==> src/rtl/pipe_hazard_if.sv <==
// rtl/pipe_hazard_if.sv - hazard information in, pipeline register controls out
// master: pipeline side; slave: pipe_hazard_ctrl.
interface pipe_hazard_if #(
  parameter int ASIZE  = 5,
  parameter int CWIDTH = 16
);
  logic [ASIZE-1:0]  id_rs1;
  logic [ASIZE-1:0]  id_rs2;
  logic              id_use_rs1;
  logic              id_use_rs2;
  logic              ex_memRead;
  logic              ex_wen;
  logic [ASIZE-1:0]  ex_waddr;
  logic              ex_redirect;
  logic              mem_req;
  logic              mem_ready;
  logic              pc_en;
  logic              ifid_en;
  logic              ifid_flush;
  logic              idex_en;
  logic              idex_flush;
  logic              exmem_en;
  logic              mem_err;
  logic [1:0]        state;
  logic [CWIDTH-1:0] stall_cnt;
  logic [CWIDTH-1:0] flush_cnt;

  modport master (
    output id_rs1, id_rs2, id_use_rs1, id_use_rs2, ex_memRead, ex_wen, ex_waddr,
           ex_redirect, mem_req, mem_ready,
    input  pc_en, ifid_en, ifid_flush, idex_en, idex_flush, exmem_en, mem_err,
           state, stall_cnt, flush_cnt
  );

  modport slave (
    input  id_rs1, id_rs2, id_use_rs1, id_use_rs2, ex_memRead, ex_wen, ex_waddr,
           ex_redirect, mem_req, mem_ready,
    output pc_en, ifid_en, ifid_flush, idex_en, idex_flush, exmem_en, mem_err,
           state, stall_cnt, flush_cnt
  );
endinterface

==> src/rtl/pipe_hazard_ctrl.sv <==
// rtl/pipe_hazard_ctrl.sv - 5-stage pipeline sequencer: load-use, redirect, memory wait
// Enables/flushes are combinational; state, watchdog and performance counters are registered.
module pipe_hazard_ctrl #(
  parameter int ASIZE   = 5,
  parameter int TIMEOUT = 15,
  parameter int CWIDTH  = 16
) (
  input  logic          clk,
  input  logic          rst,
  pipe_hazard_if.slave  bus
);
  typedef enum logic [1:0] {
    ST_RUN  = 2'b00,
    ST_WAIT = 2'b01,
    ST_ERR  = 2'b10
  } state_t;

  localparam logic [7:0]        TO_LIM  = 8'(TIMEOUT);
  localparam logic [CWIDTH-1:0] CNT_MAX = {CWIDTH{1'b1}};

  state_t            state_q, state_d;
  logic [7:0]        wait_q, wait_d;
  logic              err_q, err_d;
  logic [CWIDTH-1:0] stall_q, stall_d;
  logic [CWIDTH-1:0] flush_q, flush_d;

  logic load_use, mem_stall, apply_run;
  logic pc_en, ifid_en, ifid_flush, idex_en, idex_flush, exmem_en;

  assign load_use  = bus.ex_memRead & bus.ex_wen & (bus.ex_waddr != '0) &
                     ((bus.id_use_rs1 & (bus.id_rs1 == bus.ex_waddr)) |
                      (bus.id_use_rs2 & (bus.id_rs2 == bus.ex_waddr)));
  assign mem_stall = bus.mem_req & ~bus.mem_ready;

  always_ff @(posedge clk or negedge rst) begin
    if (!rst) begin
      state_q <= ST_RUN;
      wait_q  <= '0;
      err_q   <= 1'b0;
      stall_q <= '0;
      flush_q <= '0;
    end else begin
      state_q <= state_d;
      wait_q  <= wait_d;
      err_q   <= err_d;
      stall_q <= stall_d;
      flush_q <= flush_d;
    end
  end

  always_comb begin
    state_d = state_q;
    wait_d  = wait_q;
    err_d   = err_q;
    stall_d = stall_q;
    flush_d = flush_q;
    case (state_q)
      ST_RUN: begin
        if (mem_stall) begin
          state_d = ST_WAIT;
          wait_d  = 8'd1;
        end
      end
      ST_WAIT: begin
        if (bus.mem_ready) begin
          state_d = ST_RUN;
          wait_d  = '0;
        end else begin
          wait_d = wait_q + 8'd1;
          if (wait_d >= TO_LIM) begin
            state_d = ST_ERR;
            err_d   = 1'b1;
          end
        end
      end
      ST_ERR: err_d = 1'b1;
      default: state_d = ST_RUN;
    endcase
    // Counters saturate rather than wrap so long runs stay meaningful.
    if (!pc_en && stall_q != CNT_MAX) stall_d = stall_q + CWIDTH'(1);
    if (ifid_flush && flush_q != CNT_MAX) flush_d = flush_q + CWIDTH'(1);
  end

  // The exit cycle of MEM_WAIT applies any held redirect/load-use immediately.
  assign apply_run = ((state_q == ST_RUN) && !mem_stall) ||
                     ((state_q == ST_WAIT) && bus.mem_ready);

  always_comb begin
    pc_en      = 1'b0;
    ifid_en    = 1'b0;
    ifid_flush = 1'b0;
    idex_en    = 1'b0;
    idex_flush = 1'b0;
    exmem_en   = 1'b0;
    if (rst && apply_run) begin
      if (bus.ex_redirect) begin
        pc_en      = 1'b1;
        ifid_en    = 1'b1;
        ifid_flush = 1'b1;
        idex_en    = 1'b1;
        idex_flush = 1'b1;
        exmem_en   = 1'b1;
      end else if (load_use) begin
        idex_en    = 1'b1;
        idex_flush = 1'b1;
        exmem_en   = 1'b1;
      end else begin
        pc_en    = 1'b1;
        ifid_en  = 1'b1;
        idex_en  = 1'b1;
        exmem_en = 1'b1;
      end
    end
  end

  assign bus.pc_en      = pc_en;
  assign bus.ifid_en    = ifid_en;
  assign bus.ifid_flush = ifid_flush;
  assign bus.idex_en    = idex_en;
  assign bus.idex_flush = idex_flush;
  assign bus.exmem_en   = exmem_en;
  assign bus.mem_err    = err_q;
  assign bus.state      = state_q;
  assign bus.stall_cnt  = stall_q;
  assign bus.flush_cnt  = flush_q;
endmodule

==> src/flat_wrapper.sv <==
// flat-port wrapper written by rule: the top's interface ports become plain ports
module pipe_hazard_ctrl_flat 
#(
  parameter int ASIZE   = 5,
  parameter int TIMEOUT = 15,
  parameter int CWIDTH  = 16
)
  (clk, rst, bus_id_rs1, bus_id_rs2, bus_id_use_rs1, bus_id_use_rs2, bus_ex_memRead, bus_ex_wen, bus_ex_waddr, bus_ex_redirect, bus_mem_req, bus_mem_ready, bus_pc_en, bus_ifid_en, bus_ifid_flush, bus_idex_en, bus_idex_flush, bus_exmem_en, bus_mem_err, bus_state, bus_stall_cnt, bus_flush_cnt);
  pipe_hazard_if #(.ASIZE(ASIZE), .CWIDTH(CWIDTH)) bus_i ();
  input  logic clk;
  input  logic rst;
  input wire logic [$bits(bus_i.id_rs1)-1:0] bus_id_rs1;
  input wire logic [$bits(bus_i.id_rs2)-1:0] bus_id_rs2;
  input wire logic [$bits(bus_i.id_use_rs1)-1:0] bus_id_use_rs1;
  input wire logic [$bits(bus_i.id_use_rs2)-1:0] bus_id_use_rs2;
  input wire logic [$bits(bus_i.ex_memRead)-1:0] bus_ex_memRead;
  input wire logic [$bits(bus_i.ex_wen)-1:0] bus_ex_wen;
  input wire logic [$bits(bus_i.ex_waddr)-1:0] bus_ex_waddr;
  input wire logic [$bits(bus_i.ex_redirect)-1:0] bus_ex_redirect;
  input wire logic [$bits(bus_i.mem_req)-1:0] bus_mem_req;
  input wire logic [$bits(bus_i.mem_ready)-1:0] bus_mem_ready;
  output wire logic [$bits(bus_i.pc_en)-1:0] bus_pc_en;
  output wire logic [$bits(bus_i.ifid_en)-1:0] bus_ifid_en;
  output wire logic [$bits(bus_i.ifid_flush)-1:0] bus_ifid_flush;
  output wire logic [$bits(bus_i.idex_en)-1:0] bus_idex_en;
  output wire logic [$bits(bus_i.idex_flush)-1:0] bus_idex_flush;
  output wire logic [$bits(bus_i.exmem_en)-1:0] bus_exmem_en;
  output wire logic [$bits(bus_i.mem_err)-1:0] bus_mem_err;
  output wire logic [$bits(bus_i.state)-1:0] bus_state;
  output wire logic [$bits(bus_i.stall_cnt)-1:0] bus_stall_cnt;
  output wire logic [$bits(bus_i.flush_cnt)-1:0] bus_flush_cnt;
  assign bus_i.id_rs1 = bus_id_rs1;
  assign bus_i.id_rs2 = bus_id_rs2;
  assign bus_i.id_use_rs1 = bus_id_use_rs1;
  assign bus_i.id_use_rs2 = bus_id_use_rs2;
  assign bus_i.ex_memRead = bus_ex_memRead;
  assign bus_i.ex_wen = bus_ex_wen;
  assign bus_i.ex_waddr = bus_ex_waddr;
  assign bus_i.ex_redirect = bus_ex_redirect;
  assign bus_i.mem_req = bus_mem_req;
  assign bus_i.mem_ready = bus_mem_ready;
  assign bus_pc_en = bus_i.pc_en;
  assign bus_ifid_en = bus_i.ifid_en;
  assign bus_ifid_flush = bus_i.ifid_flush;
  assign bus_idex_en = bus_i.idex_en;
  assign bus_idex_flush = bus_i.idex_flush;
  assign bus_exmem_en = bus_i.exmem_en;
  assign bus_mem_err = bus_i.mem_err;
  assign bus_state = bus_i.state;
  assign bus_stall_cnt = bus_i.stall_cnt;
  assign bus_flush_cnt = bus_i.flush_cnt;
  pipe_hazard_ctrl #(.ASIZE(ASIZE), .TIMEOUT(TIMEOUT), .CWIDTH(CWIDTH)) u_core (.clk(clk), .rst(rst), .bus(bus_i));
endmodule
==> config.mk <==
export PLATFORM = sky130hd
export DESIGN_NAME = pipe_hazard_ctrl_flat
export DESIGN_NICKNAME = d
export VERILOG_FILES = /design/src/rtl/pipe_hazard_if.sv /design/src/rtl/pipe_hazard_ctrl.sv /design/src/flat_wrapper.sv
export SDC_FILE = /design/constraint.sdc
export NUM_CORES = 1
export LEC_CHECK = 0
export BUFFER_PORTS_ARGS = -buffer_cell sky130_fd_sc_hd__buf_2
export CAP_MARGIN = 20
export CORE_MARGIN = 3
export CORE_UTILIZATION = 52
export DETAILED_ROUTE_END_ITERATION = 6
export GPL_TIMING_DRIVEN = 0
export PLACE_DENSITY = 0.88
export SETUP_SLACK_MARGIN = 0.05
export SLEW_MARGIN = 20
export SYNTH_ARGS = -nofsm -noshare
export SYNTH_HDL_FRONTEND = slang
export SYNTH_SLANG_ARGS = --single-unit
==> constraint.sdc <==
create_clock -name clk -period 2.9 [get_ports clk]
set_input_delay 0.145 -clock clk [delete_from_list [all_inputs] [get_ports clk]]
set_output_delay 0.145 -clock clk [all_outputs]
set_load 0.02 [all_outputs]
==> run_results.csv, run 1 <==
group,metric,value,unit
die,die_w,72.10,um
setup_path,arrival,2480,ps
synthesis,synth_fp_nets,250,
setup_path,cp_max_fo,10,
clock_tree,cts_root_buf,"clkbuf_8",
setup_path,crit_required,3080,ps
die,initial_core_util,0.5521,
die,core-area,4115,sq um
drt,routed_wirelength,5100,um
job,max_cap_violations,0,
clock_tree,clkTransAtPathRegs,70,ps
clock_tree,cts_made_buffers,5,
drt,ant_nets,0,
grt,grt_use_total,0.2035,
die,fp-row-count,23,
drt,drc,0,
die,die_y,72.10,um
status,status,"finished with violations",
pwr,p_leak,1.288,nW
grt,grt_pass1_vias,1820,
clock_tree,ctsLongestPathBuffers,2,
layout,drive_gt1_frac,0.2705,
pwr,powerDensity,607.0,nW/um^2
clock_tree,clk_latency,300,ps
timing,rsz0062_at_grt,"no",
placement,pre_cts_slack,343.0,ps
grt,grt_pass1_wl,8155,um
drt,firstDrtPassIters,4,
hold_path,min_path_type,"input pin to async pin",
clock_tree,cts_resized,0,
synthesis,synth_cell_types,44,
die,io_pins,65,
grt,grt-ovfl-total,0,
synthesis,ys_ff_latch,43,
clock_tree,cts.sink_count,43,
layout,areaGrowthSynthToFinish,20.04,%
grt,grt_max_degree,45,
pwr,p_int,0.001050,W
clock_tree,cts_htree_levels,2,
timing,worst_pin_slew,935.2,ps
timing,fin_skew,5.657,ps
drt,dr_total_vias,1933,
pwr,combPwrFrac,0.282,
grt,antenna_found_initial,0,
pwr,seqPwrFrac,0.507,
placement,numPortBuffers,64,
setup_path,criticalPathCategory,"flop to flop",
timing,fin_setup_tns,0,ps
die,die_area,5198,sq um
synthesis,netlist_area,2272,sq um
placement,dp_hpwl,3795,um
pwr,p_switching,0.0006059,W
timing,slew_headroom,0.3766,
clock_tree,cts_hold_buf,0,
timing,fin_crit,2300,ps
drt,wire_per_inst,14.91,um
timing,slew_violations,0,
placement,place_congestion,0.8729,
layout,fillers,340,
setup_path,worst_setup_path_end_kind,"flop",
timing,setup_slack,599.7,ps
layout,fin_nets,321,
timing,finalSetupViolCount,0,
layout,antenna_cells,0,
synthesis,yosys_warnings,0,
clock_tree,cts_setup_buffers,0,
timing,timing.final.crit_share,0.7932,
status,failed_checks,"hold timing",
timing,finalHoldViolCount,22,
drt,viasPerCell,5.652,
timing,max_freq,0.4347,GHz
synthesis,postSynthAreaPerCell,10.24,sq um
pwr,p_clk_frac,0.211,
clock_tree,cts_tree,"built",
pwr,p_sw_frac,0.3659,
setup_path,start_kind,"flop",
synthesis,synth_cells,222,
timing,whs,-20.54,ps
synthesis,ys_seq_area_frac,0.4736,
pwr,vdd_drop_max,0.4430,mV
drt,drt_iter0_drc,79,
critical path, stage by stage (launching register included):
cell and delay [ps]:
dfrtp_1 430, ha_1 230, and3_1 220, and3_1 200, a311oi_4 550, and2_1 270, nand4_1 130, xnor2_1 150
metrics by stage:
stage | instances | power (W) | hold slack (ps) | area, sq um | util
after detailed placement | 336 | 0.001312 | 345.6 | 2655 | 0.6452
final | 342 | 0.001656 | -20.54 | 2728 | 0.6628
after global routing | 342 | 0.001748 | 66.75 | 2728 | 0.6628
after global placement | 336 | 0.001295 | 343.7 | 2655 | 0.6452
after floorplan | 222 | 0.001125 | -150.6 | 2272 | -
after CTS | 342 | 0.001664 | 19.90 | 2728 | 0.6628
routing by layer:
metal / routed length, um / global-route usage / part of all wire / vias up
met5: 0 / 0 / 0 / -
met4: 87 / 0.07516 / 0.017 / 0
met2: 2528 / 0.3529 / 0.50 / 70
met1: 2066 / 0.2325 / 0.41 / 919
met3: 417 / 0.06787 / 0.082 / 7
li1: - / - / - / 937
flip-flops by register name (all words and copies together) (netlist names):
signal	cells
u_core.bus.mem_err	1
u_core.bus.flush_cnt	16
u_core.wait_q	8
u_core.bus.state	2
u_core.bus.stall_cnt	16
cell families after synthesis:
logic type / after synthesis / synth area share
and+or+nand+nor: 88 / 0.2087
DFF: 43 / 0.4736
xor gates and xnor gates: 40 / 0.1542
AOI/OAI and AO/OA: 33 / 0.1052
buffers and inverters: 11 / 0.02202
adders and majority gates: 4 / 0.02203
muxes: 3 / 0.01432
power by group through the flow:
stage                     Combinational [W]  Sequential [W]  Clock, W
final                              0.000466        0.000840  0.000350
after global routing               0.000511        0.000854  0.000382
after CTS                          0.000472        0.000833  0.000359
after detailed placement           0.000469        0.000843         0
after global placement             0.000456        0.000839         0
after floorplan                    0.000199        0.000926         0
path summary, 6_finish.rpt:
path,start,to,slack [ps],cells after the start
worst min-delay path,rst,u_core.bus.mem_err,-20,1
worst max-delay path,u_core.bus.flush_cnt[0],u_core.bus.flush_cnt[10],600,7
worst min register to register,u_core.bus.mem_err,u_core.bus.mem_err,480,1
min in group clk,bus_mem_ready,u_core.bus.state[0],50,2
max in group asynchronous,rst,u_core.bus.flush_cnt[13],2330,1
worst max register to register,u_core.bus.flush_cnt[0],u_core.bus.flush_cnt[10],600,7
layout make-up:
class	count	area [sq um]	area share
Multi-Input combinational cell	168	1146	0.4202
Sequential cell	43	1076	0.3945
Timing Repair Buffer	64	320.3	0.1174
Clock buffer	6	72.57	0.02661
Tap cell	50	62.56	0.02294
Buffer	5	27.53	0.01009
Inverter	6	22.52	0.008257
Yosys cell counts:
cell type  number  area share
nand3_1        13       0.029
o41ai_1         2      0.0077
dfrtp_1        43        0.47
nand2b_1        1      0.0028
clkbuf_1        2      0.0033
a22oi_1         1      0.0033
a31oi_1         3      0.0083
o2bb2ai_1       1      0.0039
xnor2_1        26        0.10
and3_1          8       0.022
nor4_1          2      0.0055
and4_1          4       0.015
nand4b_1        1      0.0039
or2_2           1      0.0028
o211ai_1        2      0.0066
o21a_1          1      0.0033
nor3_1          4      0.0088
a32oi_1         1      0.0039
nand4_1        13       0.036
o22ai_1         1      0.0028
nand2_1        18       0.030
inv_1           6      0.0099
buf_4           2      0.0066
or4_1           1      0.0033
and4_4          1      0.0050
o31ai_1         4       0.013
a311oi_4        1       0.012
buf_2           1      0.0022
o311a_1         1      0.0044
and2_0          1      0.0028
or3_1           1      0.0028
a311oi_1        1      0.0039
nand3_2         1      0.0044
and2_1          3      0.0083
nor2_1         13       0.021
xor2_1         14       0.054
mux2i_1         1      0.0044
o21ai_1         1      0.0022
a21oi_1         3      0.0066
o21ai_2         1      0.0039
ha_1            4       0.022
mux2_2          2      0.0099
o21ai_0         9       0.020
nor2b_1         2      0.0055
placed cells by master (no fill, tap or decap), drive strengths merged, types with 2 or more instances in the layout:
cell,netlist,layout
a21oi,3,3
a311oi,2,2
a31oi,3,3
and2,4,4
and3,8,8
and4,5,5
buf,3,67
clkbuf,2,8
dfrtp,43,43
ha,4,4
inv,6,6
mux2,2,2
nand2,18,18
nand3,14,14
nand4,13,13
nor2,13,13
nor2b,2,2
nor3,4,4
nor4,2,2
o211ai,2,2
o21ai,11,11
o31ai,4,4
o41ai,2,2
xnor2,26,26
xor2,14,14
(Power assumes the default switching activity.)
==> run 2, diff against run 1 <==
- ABC_AREA: unset -> 1
- CORE_UTILIZATION: 52 -> 49
- PLACE_DENSITY: 0.88 -> 0.85
- clock period: 2.9 -> 2.1 ns (I/O delays scaled with it)
==> run 2 against run 1 <==
- the flow now finishes without violations
- wire length rose by 29%
- worst hold slack improved by 91 ps
- sequential cell count did not move
- clock power rose by 76%
- via count rose by 40%
- largest power group unchanged
- register-to-register slack got worse by 430 ps
- critical path depth rose by 2
- area after synthesis rose by 22%
- die area rose by 27%
- cell count rose by 56%
==> run_results.csv, run 2 <==
group,metric,value,unit
status,status,"finished clean",
grt,grt_pass1_vias,2548,
clock_tree,cts_tree,"built",
pwr,p_total,0.002960,W
synthesis,ys.flop_type,"dfrtp_1",
job,max_cap_violations,0,
die,die_y,81.14,um
layout,mostFrequentLayoutCells,"nand2_1, buf_2, inv_1",
drt,drt_iter0_drc,165,
layout,antenna_cells,0,
synthesis,ys_ff_latch,43,
synthesis,ys_seq_area_frac,0.3890,
pwr,p_clk_frac,0.208,
placement,dp_hpwl,4983,um
setup_path,slowest_stage,"dfrtp_1",
synthesis,synth_top_family_by_area,"simple AND/OR/NAND/NOR gates",
drt,drc,0,
clock_tree,cts_root_buf,"clkbuf_8",
pwr,vdd_drop_max,0.6906,mV
layout,utilization,0.6398,
layout,final-instance-count-excl-fill,534,
clock_tree,cts_htree_levels,2,
timing,timing.final.crit_share,0.9213,
timing,worst_pin_slew,507.5,ps
timing,max_freq,0.5169,GHz
setup_path,crit_required,2290,ps
setup_path,cp_max_fo,10,
drt,wire_per_inst,12.36,um
timing,finalSetupViolCount,0,
placement,place_congestion,0.9382,
synthesis,synth_xor_area_frac,0.08548,
synthesis,yosys_warnings,0,
synthesis,yosysMostFrequentCell,"nand2_1",
hold_path,worst_hold_startpoint,"bus_mem_req",
placement,numPortBuffers,64,
synthesis,yosysTopAreaCell,"dfrtp_1",
grt,grt-ovfl-total,0,
setup_path,critical-path-top-delay-family,"simple AND/OR/NAND/NOR gates",
setup_path,r2r_setup_slack,170,ps
setup_path,start_kind,"flop",
drt,ant_nets,0,
synthesis,synth_cell_types,29,
synthesis,synth_compound_area_frac,0.05427,
synthesis,synthTopCellsByCount,"nand2_1, inv_1, nand3_1",
synthesis,synthAdderAreaFrac,0.01809,
setup_path,r2r_start,"u_core.bus.stall_cnt[1]",
layout,areaGrowthSynthToFinish,21.89,%
setup_path,r2r.worst_path.cells,9,
pwr,p_int,0.001743,W
clock_tree,clkTransAtPathRegs,70,ps
grt,grt_pass1_wl,11160,um
pwr,p_leak,1.816,nW
clock_tree,ctsLongestPathBuffers,2,
setup_path,arrival,2120,ps
hold_path,whs_path_depth,3,
grt,grt_max_degree,44,
synthesis,synth_cells,388,
setup_path,criticalPathCategory,"flop to flop",
synthesis,netlist_area,2766,sq um
synthesis,synth_top_area_share,0.3890,
setup_path,r2r_end,"u_core.bus.stall_cnt[11]",
layout,drive_gt1_frac,0.2134,
timing,slew_violations,0,
synthesis,postSynthAreaPerCell,7.130,sq um
pwr,powerDensity,877.9,nW/um^2
setup_path,crit_buf_inv,2,
setup_path,crit_chain,"ha_2 -> inv_1 -> nor2_2 -> nand2_1 -> nor3_2 -> nand4_4 -> buf_2 -> nand3_1 -> nand2_1",
timing,fin_crit,1935,ps
synthesis,synthSimpleGateAreaFrac,0.3623,
grt,antenna_found_initial,0,
hold_path,min_path_type,"input pin to flop",
die,die_w,81.14,um
die,fp-row-count,26,
synthesis,synth.area.mux_share,0,
setup_path,critical_path.max_stage_delay,440,ps
setup_path,path_common_cell,"nand2_1",
clock_tree,clk_latency,290,ps
die,core-area,5270,sq um
layout,fillers,500,
hold_path,holdPathEnd,"u_core.bus.state[0]",
placement,dp_cells,522,
die,initial_core_util,0.5249,
die,io_pins,65,
synthesis,synth_edf_count,0,
layout,fin_nets,492,
timing,slew_headroom,0.6591,
layout,mostFrequentLayoutCell,"nand2_1",
synthesis,yosys-top-cells-area,"dfrtp_1, nand2_1, nand3_1, inv_1, xor2_1",
pwr,seqPwrFrac,0.426,
timing,rsz0062_at_grt,"no",
drt,viasPerCell,5.084,
clock_tree,cts_made_buffers,5,
die,die_area,6584,sq um
drt,routed_wirelength,6598,um
timing,fin_skew,3.142,ps
drt,firstDrtPassIters,5,
synthesis,async_reset_ff_frac,1.000,
grt,grt_use_total,0.2122,
timing,finalHoldViolCount,0,
pwr,p_sw_frac,0.4114,
drt,dr_total_vias,2715,
synthesis,synth_fp_nets,416,
clock_tree,cts.sink_count,43,
pwr,p_switching,0.001218,W
pwr,combPwrFrac,0.365,
setup_path,worst_setup_path_end_kind,"flop",
run 2: power groups by stage:
stage	Combinational [W]	Clock, W	Sequential [W]
3_5_place_dp	0.00104	0	0.00125
6_report	0.00108	0.000616	0.00126
5_1_grt	0.00120	0.000664	0.00129
4_1_cts	0.00106	0.000631	0.00125
2_1_floorplan	0.000509	0	0.00141
3_3_place_gp	0.00100	0	0.00125
run 2: worst register-to-register path: cells and delay by family (launching register included):
family | cells | cell delay (ps)
simple gates | 6 | 840
flops | 1 | 440
buf+inv | 2 | 310
fa+ha+maj | 1 | 250
run 2: logic make-up (layout without fill, tap and decap cells):
| group | count (synthesis) | count (layout) |
|---|---|---|
| DFF | 43 | 43 |
| buffers and inverters | 61 | 137 |
| AOI/OAI and AO/OA | 27 | 27 |
| adders and majority gates | 4 | 4 |
| xor gates and xnor gates | 27 | 27 |
| and+or+nand+nor | 226 | 226 |
run 2: metal layers:
metal  routed length [um]  global-route usage
met1                 2938              0.2718
met4                   87             0.06250
met2                 3282              0.3637
met5                    0                   0
met3                  289             0.03991
run 2: final cells by class:
type	count	area, sq um	area share
multi-input cells	284	1473	0.4367
flip-flops and latches	43	1080	0.3202
repair buffers	69	375.4	0.1113
inverters	54	202.7	0.06011
well taps	70	87.58	0.02597
clock buffers	6	72.57	0.02152
plain buffers	7	51.30	0.01521
clock inverters	1	30.03	0.008905
run 2: metrics by stage:
| step | hold slack (ps) | cell area [sq um] | setup WS [ps] | TNS, ps |
|---|---|---|---|---|
| 6_report | 70.80 | 3372 | 165.3 | 0 |
| 5_1_grt | 86.00 | 3372 | 43.61 | 0 |
| 4_1_cts | 60.94 | 3327 | 39.81 | 0 |
| 3_5_place_dp | 314.8 | 3174 | -230.7 | -1804 |
| 3_3_place_gp | 308.0 | 3174 | -171.4 | -688.3 |
| 2_1_floorplan | -190.6 | 2766 | 68.46 | 0 |
run 2: how the worst max path moves through the flow:
stage	start	endpoint	cells after the start
2_1_floorplan	u_core.bus.state[0]	bus_pc_en	8
3_3_place_gp	rst	bus_pc_en	7
3_5_place_dp	rst	bus_pc_en	7
4_1_cts	u_core.bus.state[1]	bus_pc_en	8
5_1_grt	u_core.bus.stall_cnt[1]	u_core.bus.stall_cnt[12]	9
6_report	u_core.bus.stall_cnt[1]	u_core.bus.stall_cnt[11]	9
run 2: what timing repair did:
item | in CTS | in global routing
hold buffers | 2 | 0
setup endpoints to repair | 3 | 19
pin swaps | 0 | 2
resized for setup | 5 | 9
setup buffers | 0 | 3
hold endpoints to repair | 43 | 0
==> run 3, diff against run 2 <==
--- a/constraint.sdc
+++ b/constraint.sdc
@@ -3,2 +3,2 @@
 set_output_delay 0.105 -clock clk [all_outputs]
-set_load 0.02 [all_outputs]
+set_load 0.01 [all_outputs]
==> run 3 against run 2 <==
- combinational power decreased by 13%
- die area did not move
- critical path type is now flop to output port
- via count rose by 0.99%
- maximum frequency shrank 1.1%
- first-iteration DRC count is 3.6% higher
- clock skew is essentially flat
- sequential cell count stayed put
- sequential share of layout area is 0.12 points higher
- sequential power barely moved
- final area shrank 0.37%
- cell count is 0.19% lower
==> run_results.csv, run 3 (synthesized netlist as in run 2, its figures left out) <==
group,metric,value,unit
setup_path,r2r.worst_path.cells,9,
clock_tree,cts.sink_count,43,
die,initial_core_util,0.5249,
timing,rsz0062_at_grt,"no",
placement,dp_hpwl,4983,um
setup_path,arrival,1850,ps
drt,routed_wirelength,6618,um
timing,fin_crit,1956,ps
die,io_pins,65,
layout,drive_gt1_frac,0.2117,
die,die_y,81.14,um
setup_path,crit_end,"bus_pc_en",
layout,fin_nets,491,
timing,timing.final.crit_share,0.9316,
setup_path,cp_max_fo,10,
timing,finalHoldViolCount,0,
timing,slew_headroom,0.6577,
clock_tree,cts_made_buffers,5,
timing,worst_pin_slew,509.5,ps
pwr,p_leak,1.811,nW
grt,grt_use_total,0.2126,
status,status,"finished clean",
setup_path,crit_required,2000,ps
drt,firstDrtPassIters,5,
setup_path,r2r_end,"u_core.bus.stall_cnt[10]",
setup_path,startpoint,"u_core.bus.state[1]",
grt,grt-ovfl-total,0,
setup_path,start_kind,"flop",
layout,final-instance-count-excl-fill,533,
setup_path,r2r_setup_slack,170,ps
grt,grt_pass1_vias,2554,
setup_path,worst_setup_path_end_kind,"output port",
clock_tree,ctsLongestPathBuffers,2,
job,max_cap_violations,0,
drt,viasPerCell,5.144,
pwr,p_total,0.002822,W
timing,max_freq,0.5111,GHz
placement,place_congestion,0.9382,
layout,mostFrequentLayoutCells,"nand2_1, buf_2, inv_1",
pwr,powerDensity,840.0,nW/um^2
placement,numPortBuffers,64,
timing,finalSetupViolCount,0,
grt,grt_pass1_wl,11180,um
grt,grt_max_degree,44,
clock_tree,cts_tree,"built",
timing,fin_skew,3.598,ps
grt,antenna_found_initial,0,
drt,wire_per_inst,12.42,um
clock_tree,clk_latency,290,ps
clock_tree,clkTransAtPathRegs,80,ps
hold_path,min_path_type,"input pin to flop",
die,die_area,6584,sq um
die,fp-row-count,26,
drt,ant_nets,0,
placement,dp_cells,522,
setup_path,r2r_start,"u_core.bus.stall_cnt[1]",
setup_path,criticalPathCategory,"flop to output port",
layout,areaGrowthSynthToFinish,21.44,%
clock_tree,cts_root_buf,"clkbuf_8",
layout,antenna_cells,0,
layout,mostFrequentLayoutCell,"nand2_1",
die,core-area,5270,sq um
drt,drt_iter0_drc,171,
pwr,vdd_drop_max,0.6195,mV
drt,drc,0,
drt,dr_total_vias,2742,
clock_tree,cts_htree_levels,2,
timing,slew_violations,0,
die,die_w,81.14,um
==> run 3: layer usage <==
| metal | track usage | wire, um | share of wire |
|---|---|---|---|
| met2 | 0.3654 | 3278 | 0.50 |
| met3 | 0.03991 | 275 | 0.042 |
| met5 | 0 | 0 | 0 |
| met1 | 0.2718 | 2988 | 0.45 |
| met4 | 0.06250 | 76 | 0.011 |
==> run 3: where the power goes <==
group / internal, W / switching (W)
clock network: 0.000349 / 0.000270
registers: 0.00101 / 0.000256
logic: 0.000382 / 0.000559
==> run 3: how the worst min path moves through the flow <==
stage          slack [ps]                      end  cells after the start   startpoint
2_1_floorplan        -190  u_core.bus.flush_cnt[0]                      0          rst
3_3_place_gp          310      u_core.bus.state[1]                      1          rst
3_5_place_dp          310       u_core.bus.mem_err                      1          rst
4_1_cts                60      u_core.bus.state[0]                      3  bus_mem_req
5_1_grt                90      u_core.bus.state[0]                      3  bus_mem_req
6_report               70      u_core.bus.state[0]                      3  bus_mem_req
==> run 3: per-stage QoR <==
step           hold slack, ps  cell area [sq um]    util  worst slack (ps)  TNS (ps)
5_1_grt                 86.00               3359  0.6375             43.61         0
2_1_floorplan          -190.6               2766       -             273.9         0
3_5_place_dp            314.8               3174  0.6023            -197.3     -1737
4_1_cts                 60.94               3327  0.6313             67.57         0
6_report                72.36               3359  0.6375             143.6         0
3_3_place_gp            308.0               3174  0.6023            -138.0    -621.3
==> run 3: worst max-delay path, stage by stage (launching register included) <==
cell and delay (ps):
dfrtp_2 440, nor2_1 150, nand2_1 130, a21boi_4 220, nand2_4 130, buf_4 200
inv_1 70, buf_4 100, buf_2 110
==> run 3: what timing repair did <==
| action | 4_1_cts | 5_1_grt |
|---|---|---|
| pin swaps | 0 | 1 |
| setup endpoints to repair | 3 | 18 |
| resized for setup | 5 | 8 |
| hold buffers | 2 | 0 |
| setup buffers | 0 | 2 |
| hold endpoints to repair | 43 | 0 |
==> run 3: layout make-up <==
cell class,instances,area [sq um]
Timing Repair Buffer,68,367.9
Tap cell,70,87.58
Inverter,54,202.7
Clock buffer,6,72.57
Buffer,7,51.30
Clock inverter,1,30.03
Multi-Input combinational cell,284,1468
Fill cell,501,1911
Sequential cell,43,1080
